$ cat src/rtl/alu_arbiter_pkg.sv
// Shared widths, command encoding and operand types for the column operators and the ALU.
// Pure definitions: no latency, no flow control.
package alu_arbiter_pkg;

  localparam int CMD_SIZE_LOG2 = 2;
  localparam int NUM_SIZE      = 16;

  typedef logic [2**CMD_SIZE_LOG2-1:0] cmd_t;
  typedef logic [NUM_SIZE-1:0]         num_t;

  localparam cmd_t CMD_NOP = '0;

endpackage

$ cat src/rtl/alu_arbiter_rr_arbiter.sv
// Round-robin arbiter: one-hot grant plus binary index, search starts at ptr.
// Latency: grant is combinational from req; ptr advances on the granting edge. No backpressure.
module rr_arbiter
  import alu_arbiter_pkg::*;
#(
  parameter int N = 4,
  localparam int IDX_W = $clog2(N)
) (
  input  logic             clk,
  input  logic             reset,
  input  logic [N-1:0]     req,
  output logic [N-1:0]     gnt,
  output logic [IDX_W-1:0] gnt_idx
);

  localparam logic [IDX_W-1:0] LAST = IDX_W'(N - 1);

  logic [IDX_W-1:0] ptr;
  logic [IDX_W:0]   sum;
  logic [IDX_W-1:0] cand;
  logic             found;

  // Candidate order is ptr, ptr+1, ... wrapping at N; the first requester seen wins.
  always_comb begin
    gnt     = '0;
    gnt_idx = '0;
    found   = 1'b0;
    sum     = '0;
    cand    = '0;
    for (int k = 0; k < N; k++) begin
      sum = {1'b0, ptr} + (IDX_W + 1)'(k);
      if (sum >= (IDX_W + 1)'(N)) begin
        sum = sum - (IDX_W + 1)'(N);
      end
      cand = sum[IDX_W-1:0];
      if (!found && req[cand]) begin
        found      = 1'b1;
        gnt[cand]  = 1'b1;
        gnt_idx    = cand;
      end
    end
  end

  always_ff @(posedge clk) begin
    if (!reset) begin
      ptr <= '0;
    end else if (found) begin
      ptr <= (gnt_idx == LAST) ? '0 : gnt_idx + 1'b1;
    end
  end

endmodule

$ cat src/rtl/alu_arbiter.sv
// Shares one pipelined ALU among NUM_REQ requesters and routes each result back by tag.
// Latency: ALU_LATENCY+1 cycles grant-to-result; request side valid/ready, no response backpressure.
module alu_arbiter
  import alu_arbiter_pkg::*;
#(
  parameter int NUM_REQ     = 4,
  parameter int ALU_LATENCY = 2,
  parameter int CMD_W       = 2**CMD_SIZE_LOG2,
  parameter int NUM_W       = NUM_SIZE,
  localparam int IF_W       = $clog2(ALU_LATENCY + 1)
) (
  input  logic                     clk,
  input  logic                     reset,
  input  logic [NUM_REQ-1:0]       req_valid,
  output logic [NUM_REQ-1:0]       req_ready,
  input  logic [NUM_REQ*CMD_W-1:0] req_cmd,
  input  logic [NUM_REQ*NUM_W-1:0] req_in1,
  input  logic [NUM_REQ*NUM_W-1:0] req_in2,
  output logic [CMD_W-1:0]         alu_cmd,
  output logic [NUM_W-1:0]         alu_in1,
  output logic [NUM_W-1:0]         alu_in2,
  input  logic [NUM_W-1:0]         alu_out,
  output logic [NUM_REQ-1:0]       rsp_valid,
  output logic [NUM_W-1:0]         rsp_out,
  output logic [IF_W-1:0]          in_flight
);

  localparam int IDX_W = $clog2(NUM_REQ);

  typedef struct packed {
    logic             vld;
    logic [IDX_W-1:0] idx;
  } tag_t;

  logic [NUM_REQ-1:0] arb_req;
  logic [NUM_REQ-1:0] gnt;
  logic [IDX_W-1:0]   gnt_idx;
  logic               issue;
  logic               retire;
  logic [CMD_W-1:0]   sel_cmd;
  logic [NUM_W-1:0]   sel_in1;
  logic [NUM_W-1:0]   sel_in2;
  tag_t               tag [ALU_LATENCY];

  // Masking requests in reset keeps ready low and the pointer parked at 0.
  assign arb_req = req_valid & {NUM_REQ{reset}};

  rr_arbiter #(.N(NUM_REQ)) u_arb (
    .clk     (clk),
    .reset   (reset),
    .req     (arb_req),
    .gnt     (gnt),
    .gnt_idx (gnt_idx)
  );

  assign req_ready = gnt;
  assign issue     = |gnt;
  assign retire    = tag[ALU_LATENCY-1].vld;

  always_comb begin
    sel_cmd = '0;
    sel_in1 = '0;
    sel_in2 = '0;
    for (int i = 0; i < NUM_REQ; i++) begin
      if (gnt[i]) begin
        sel_cmd = req_cmd[i*CMD_W +: CMD_W];
        sel_in1 = req_in1[i*NUM_W +: NUM_W];
        sel_in2 = req_in2[i*NUM_W +: NUM_W];
      end
    end
  end

  // Idle cycles present a NOP with zero operands so the ALU never sees stale data.
  always_ff @(posedge clk) begin
    if (!reset || !issue) begin
      alu_cmd <= CMD_W'(CMD_NOP);
      alu_in1 <= '0;
      alu_in2 <= '0;
    end else begin
      alu_cmd <= sel_cmd;
      alu_in1 <= sel_in1;
      alu_in2 <= sel_in2;
    end
  end

  always_ff @(posedge clk) begin
    if (!reset) begin
      for (int s = 0; s < ALU_LATENCY; s++) begin
        tag[s] <= '0;
      end
    end else begin
      tag[0] <= tag_t'{vld: issue, idx: gnt_idx};
      for (int s = 1; s < ALU_LATENCY; s++) begin
        tag[s] <= tag[s-1];
      end
    end
  end

  always_ff @(posedge clk) begin
    if (!reset) begin
      rsp_valid <= '0;
      rsp_out   <= '0;
    end else begin
      rsp_valid <= retire ? (NUM_REQ'(1) << tag[ALU_LATENCY-1].idx) : '0;
      if (retire) begin
        rsp_out <= alu_out;
      end
    end
  end

  // Issue and retire on the same edge cancel, so the count stays put.
  always_ff @(posedge clk) begin
    if (!reset) begin
      in_flight <= '0;
    end else begin
      in_flight <= in_flight + IF_W'(issue) - IF_W'(retire);
    end
  end

  a_gnt_onehot: assert property (@(posedge clk) disable iff (!reset) $onehot0(req_ready));
  a_gnt_valid:  assert property (@(posedge clk) disable iff (!reset) (req_ready & ~req_valid) == '0);
  a_if_bound:   assert property (@(posedge clk) disable iff (!reset) in_flight <= IF_W'(ALU_LATENCY));

endmodule

$ cat config.mk
export PLATFORM = sky130hd
export DESIGN_NAME = alu_arbiter
export DESIGN_NICKNAME = d
export VERILOG_FILES = /design/src/rtl/alu_arbiter_pkg.sv /design/src/rtl/alu_arbiter_rr_arbiter.sv /design/src/rtl/alu_arbiter.sv
export SDC_FILE = /design/constraint.sdc
export NUM_CORES = 1
export LEC_CHECK = 0
export ABC_CLOCK_PERIOD_IN_PS = 8500
export CAP_MARGIN = 10
export CORE_MARGIN = 2
export CORE_UTILIZATION = 33
export CTS_CLUSTER_DIAMETER = 120
export DETAILED_ROUTE_END_ITERATION = 8
export PLACE_DENSITY = 0.89
export SLEW_MARGIN = 20
export SYNTH_ARGS = -nofsm -noshare
export SYNTH_HDL_FRONTEND = slang
export SYNTH_HIERARCHICAL = 1
export SYNTH_SLANG_ARGS = --single-unit
$ cat constraint.sdc
create_clock -name clk -period 8.5 [get_ports clk]
set_input_delay 2.55 -clock clk [delete_from_list [all_inputs] [get_ports clk]]
set_output_delay 2.55 -clock clk [all_outputs]
set_load 0.03 [all_outputs]
==> key figures <==
Finish
  – Fin area: 5679 um^2
  – Fin nets: 711
  – Ant diodes: 0
  – Layout fillers: 843
  – P&R area growth vs syn: 74.58%
  – Layout cells sized above 1: 7.366%

Clocking
  – TritonCTS clock tree: done
  – Clock-pin slew on the worst setup and hold paths: 0.08 ns
  – Cts bufs inserted: 9
  – CTS sink cnt: 66
  – Clock Latency Late Sink: 0.34 ns
  – Cts hold-fix bufs: 0
  – CTS max path bufs: 2
  – Post-CTS Setup Bufs: 0
  – H-Tree Depth: 3
  – CTS resizes: 0
  – Root buffer cell: clkbuf_8

Critical path
  – CP delay by family, top: buffers and inverters
  – Critical path data arrival time: 5.40 ns
  – Class of the most critical setup path: input port to output pin
  – CP peak stage delay: 0.70 ns
  – Crit path buf inv count: 2
  – Crit Path Max Fanout: 13
  – CP dominant cell by count: clkdlybuf4s50_1
  – Worst setup EP type: output pin
  – Required @ worst endpoint: 5.95 ns
  – Worst-path cell chain: clkdlybuf4s50_1 -> and2_1 -> or3b_1 -> o21ai_0 -> a31oi_1 -> o32ai_2 -> a221o_1 -> clkdlybuf4s50_1
  – CP max stage cell: clkdlybuf4s50_1
  – Worst setup SP type: input port

Power and ir drop
  – Combinational Power Share: 61.5%
  – Psw: 771.8 uW
  – Internal power: 925.9 uW
  – Switching Share: 45.46%
  – Leak Pwr: 1.971 nW
  – PwrDens: 298.9 nW/um^2
  – Clock power share: 14.1%
  – Seq pwr share: 24.4%
  – Maximum vdd drop: 0.0003857 V

Die
  – Die height: 103.3 um
  – Row count: 36
  – Placeable Area: 9684 um^2
  – Die Wd: 103.3 um
  – Initial Util: 33.59%
  – Boundary Pins: 228
  – Die area: 10670 um^2

Synth
  – Post-synthesis cell count: 328
  – Synth Area in Simple Gates: 16.08%
  – Top post-synthesis cells by area: dfxtp_1 (41%), a221oi_1 (9.7%), o22ai_1 (6.7%)
  – Synth unique cells: 43
  – Register area share after synthesis: 40.62%
  – Avg Cell Area, Syn: 9.918 um^2
  – Post-synth EDFFs: 0
  – Synthesized cell area: 3253 um^2
  – Post-Synth Adder-Cell Area: 2.692%
  – Synthesized-area fraction occupied by xor and xnor cells: 0.5385%
  – Multiplexer share of the synthesized area: 7.308%
  – Yosys warns: 6
  – Post-synth ARST share: 0%
  – Synth top area share: 40.62%
  – Largest family of logic cells by synthesized area: compound AO/OA/AOI/OAI gates
  – Post-Syn Nets: 501
  – Cell taking the most area after synthesis: dfxtp_1
  – FF+latch count, synth: 66
  – Compound-Gate Fraction of Synth Area: 24.50%
  – Ys flop type: dfxtp_1

Timing
  – Setup TNS: 0 ns
  – Worst Skew: 0.008469 ns
  – RSZ-0062 raised after global routing: no
  – Part of the cycle the worst path needs: 93.53%
  – Crit path time final: 7.950 ns
  – Final Hold Viols: 0
  – Worst-Margin Slew: 1.091 ns
  – Slew margin rel.: 26.84%
  – # setup viols final: 0
  – Slew Viols, Final: 0
  – Highest Clock Rate: 0.1258 GHz

Job
  – # Max-Cap Violations: 0

Route
  – Initial DRT Pass Iterations: 4
  – Final ANT Viol Nets: 0
  – WL/cell: 18.59 um
  – WL final: 12570 um
  – Via count: 3589
  – DRC: 0
  – Initial DRC Count: 175
  – Vias/cell: 5.309

Placed design
  – HPWL after detailed placement: 9524 um
  – Placement Cell Area: 5502 um^2
  – Port bufs: 227
  – RD Place Congestion: 0.8812

GRT
  – Gr usage total: 21.37%
  – Grt ovf: 0
  – Largest net degree at the start of global routing: 40
  – Number of global-route vias before repair: 3356
  – Initial antenna violation count: 0
  – First-pass GRT wire length: 17420 um

Outcome
  – Outcome: finished, final reports clean

Worst hold path
  – HP Class: flip-flop to flip-flop
[state kept, by name, indices dropped and copies added (netlist names), named ones only]
| register | count |
|---|---|
| alu_in1 | 16 |
| alu_cmd | 4 |
| in_flight | 2 |
| alu_in2 | 16 |
| u_arb/ptr | 1 |
| rsp_out | 16 |
| tag | 6 |
| rsp_valid | 4 |
[final cells by class]
class                      count  area (um^2)  area share (%)
sequential                    66         1321           23.27
inverter                       9        33.78          0.5948
tap                          133        166.4           2.930
clock buffer                   9        123.9           2.181
clock inverter                 7        53.80          0.9473
multi-input combinational    219         1665           29.32
timing repair buffer         233         2315           40.76
[cells by family after synthesis]
group | after synthesis
compound gates | 96
xor+xnor | 2
fa+ha+maj | 7
buf+inv | 43
flops | 66
mux | 20
simple gates | 94
[cells in the mapped netlist (6+ instances only)]
library cell and count:
o22ai_1 35, dfxtp_1 66, buf_6 9, buf_2 15, nor2_1 8, and2_1 11
a221oi_1 36, clkbuf_1 6, inv_1 8, ha_1 7, mux2i_1 17, nor3_1 40
nor2b_1 17
[per-stage QoR]
stage	utilization [%]	hold WS (ns)	setup WS (ns)	power, mW	std cells
2_1_floorplan	-	0.4119	1.517	1.177	328
3_3_place_gp	56.81	0.4168	0.7173	1.421	660
3_5_place_dp	56.81	0.4225	0.5842	1.463	660
4_1_cts	58.64	0.4380	0.5744	1.712	676
5_1_grt	58.64	0.4496	0.3771	1.810	676
6_report	58.64	0.4348	0.5500	1.698	676
[power groups by stage]
stage | combinational [mW] | sequential [mW] | clock (mW)
2_1_floorplan | 0.697 | 0.479 | 0
3_3_place_gp | 1.00 | 0.417 | 0
3_5_place_dp | 1.04 | 0.421 | 0
4_1_cts | 1.05 | 0.414 | 0.251
5_1_grt | 1.13 | 0.422 | 0.263
6_report | 1.04 | 0.414 | 0.240
[per-layer routing]
metal | vias to the layer above | wire length (um) | track usage (%) | part of all wire (%)
li1 | 1693 | - | - | -
met1 | 1701 | 4870 | 25.50 | 39
met2 | 170 | 6397 | 36.36 | 51
met3 | 25 | 960 | 5.108 | 7.6
met4 | 0 | 336 | 9.919 | 2.7
met5 | - | 0 | 0 | 0
[worst paths after layout]
check	from	end	slack, ns	cells after the start
worst max register to register	flip-flop	alu_in1[6]$_SDFF_PP0_	3.98	11
worst min register to register	tag[0][3]$_SDFF_PN0_	rsp_valid[2]$_SDFF_PN0_	0.43	1
worst max-delay path	reset	req_ready[3]	0.55	8
worst min-delay path	tag[0][3]$_SDFF_PN0_	rsp_valid[2]$_SDFF_PN0_	0.43	1
[layout by cell type (no fill, tap or decap), types with 4 or more instances in the layout]
cell	n
clkdlybuf4s50_1	226
a22oi_1	4
ha_1	7
clkbuf_8	9
nor2_1	8
dfxtp_1	66
a221o_1	4
and2_1	11
inv_1	8
nor3_1	40
buf_4	7
o22ai_1	35
a221oi_1	36
mux2i_1	17
nand2_1	5
nor2b_1	16
nor3b_1	4
Note: power is estimated with default switching activity, not from simulation.
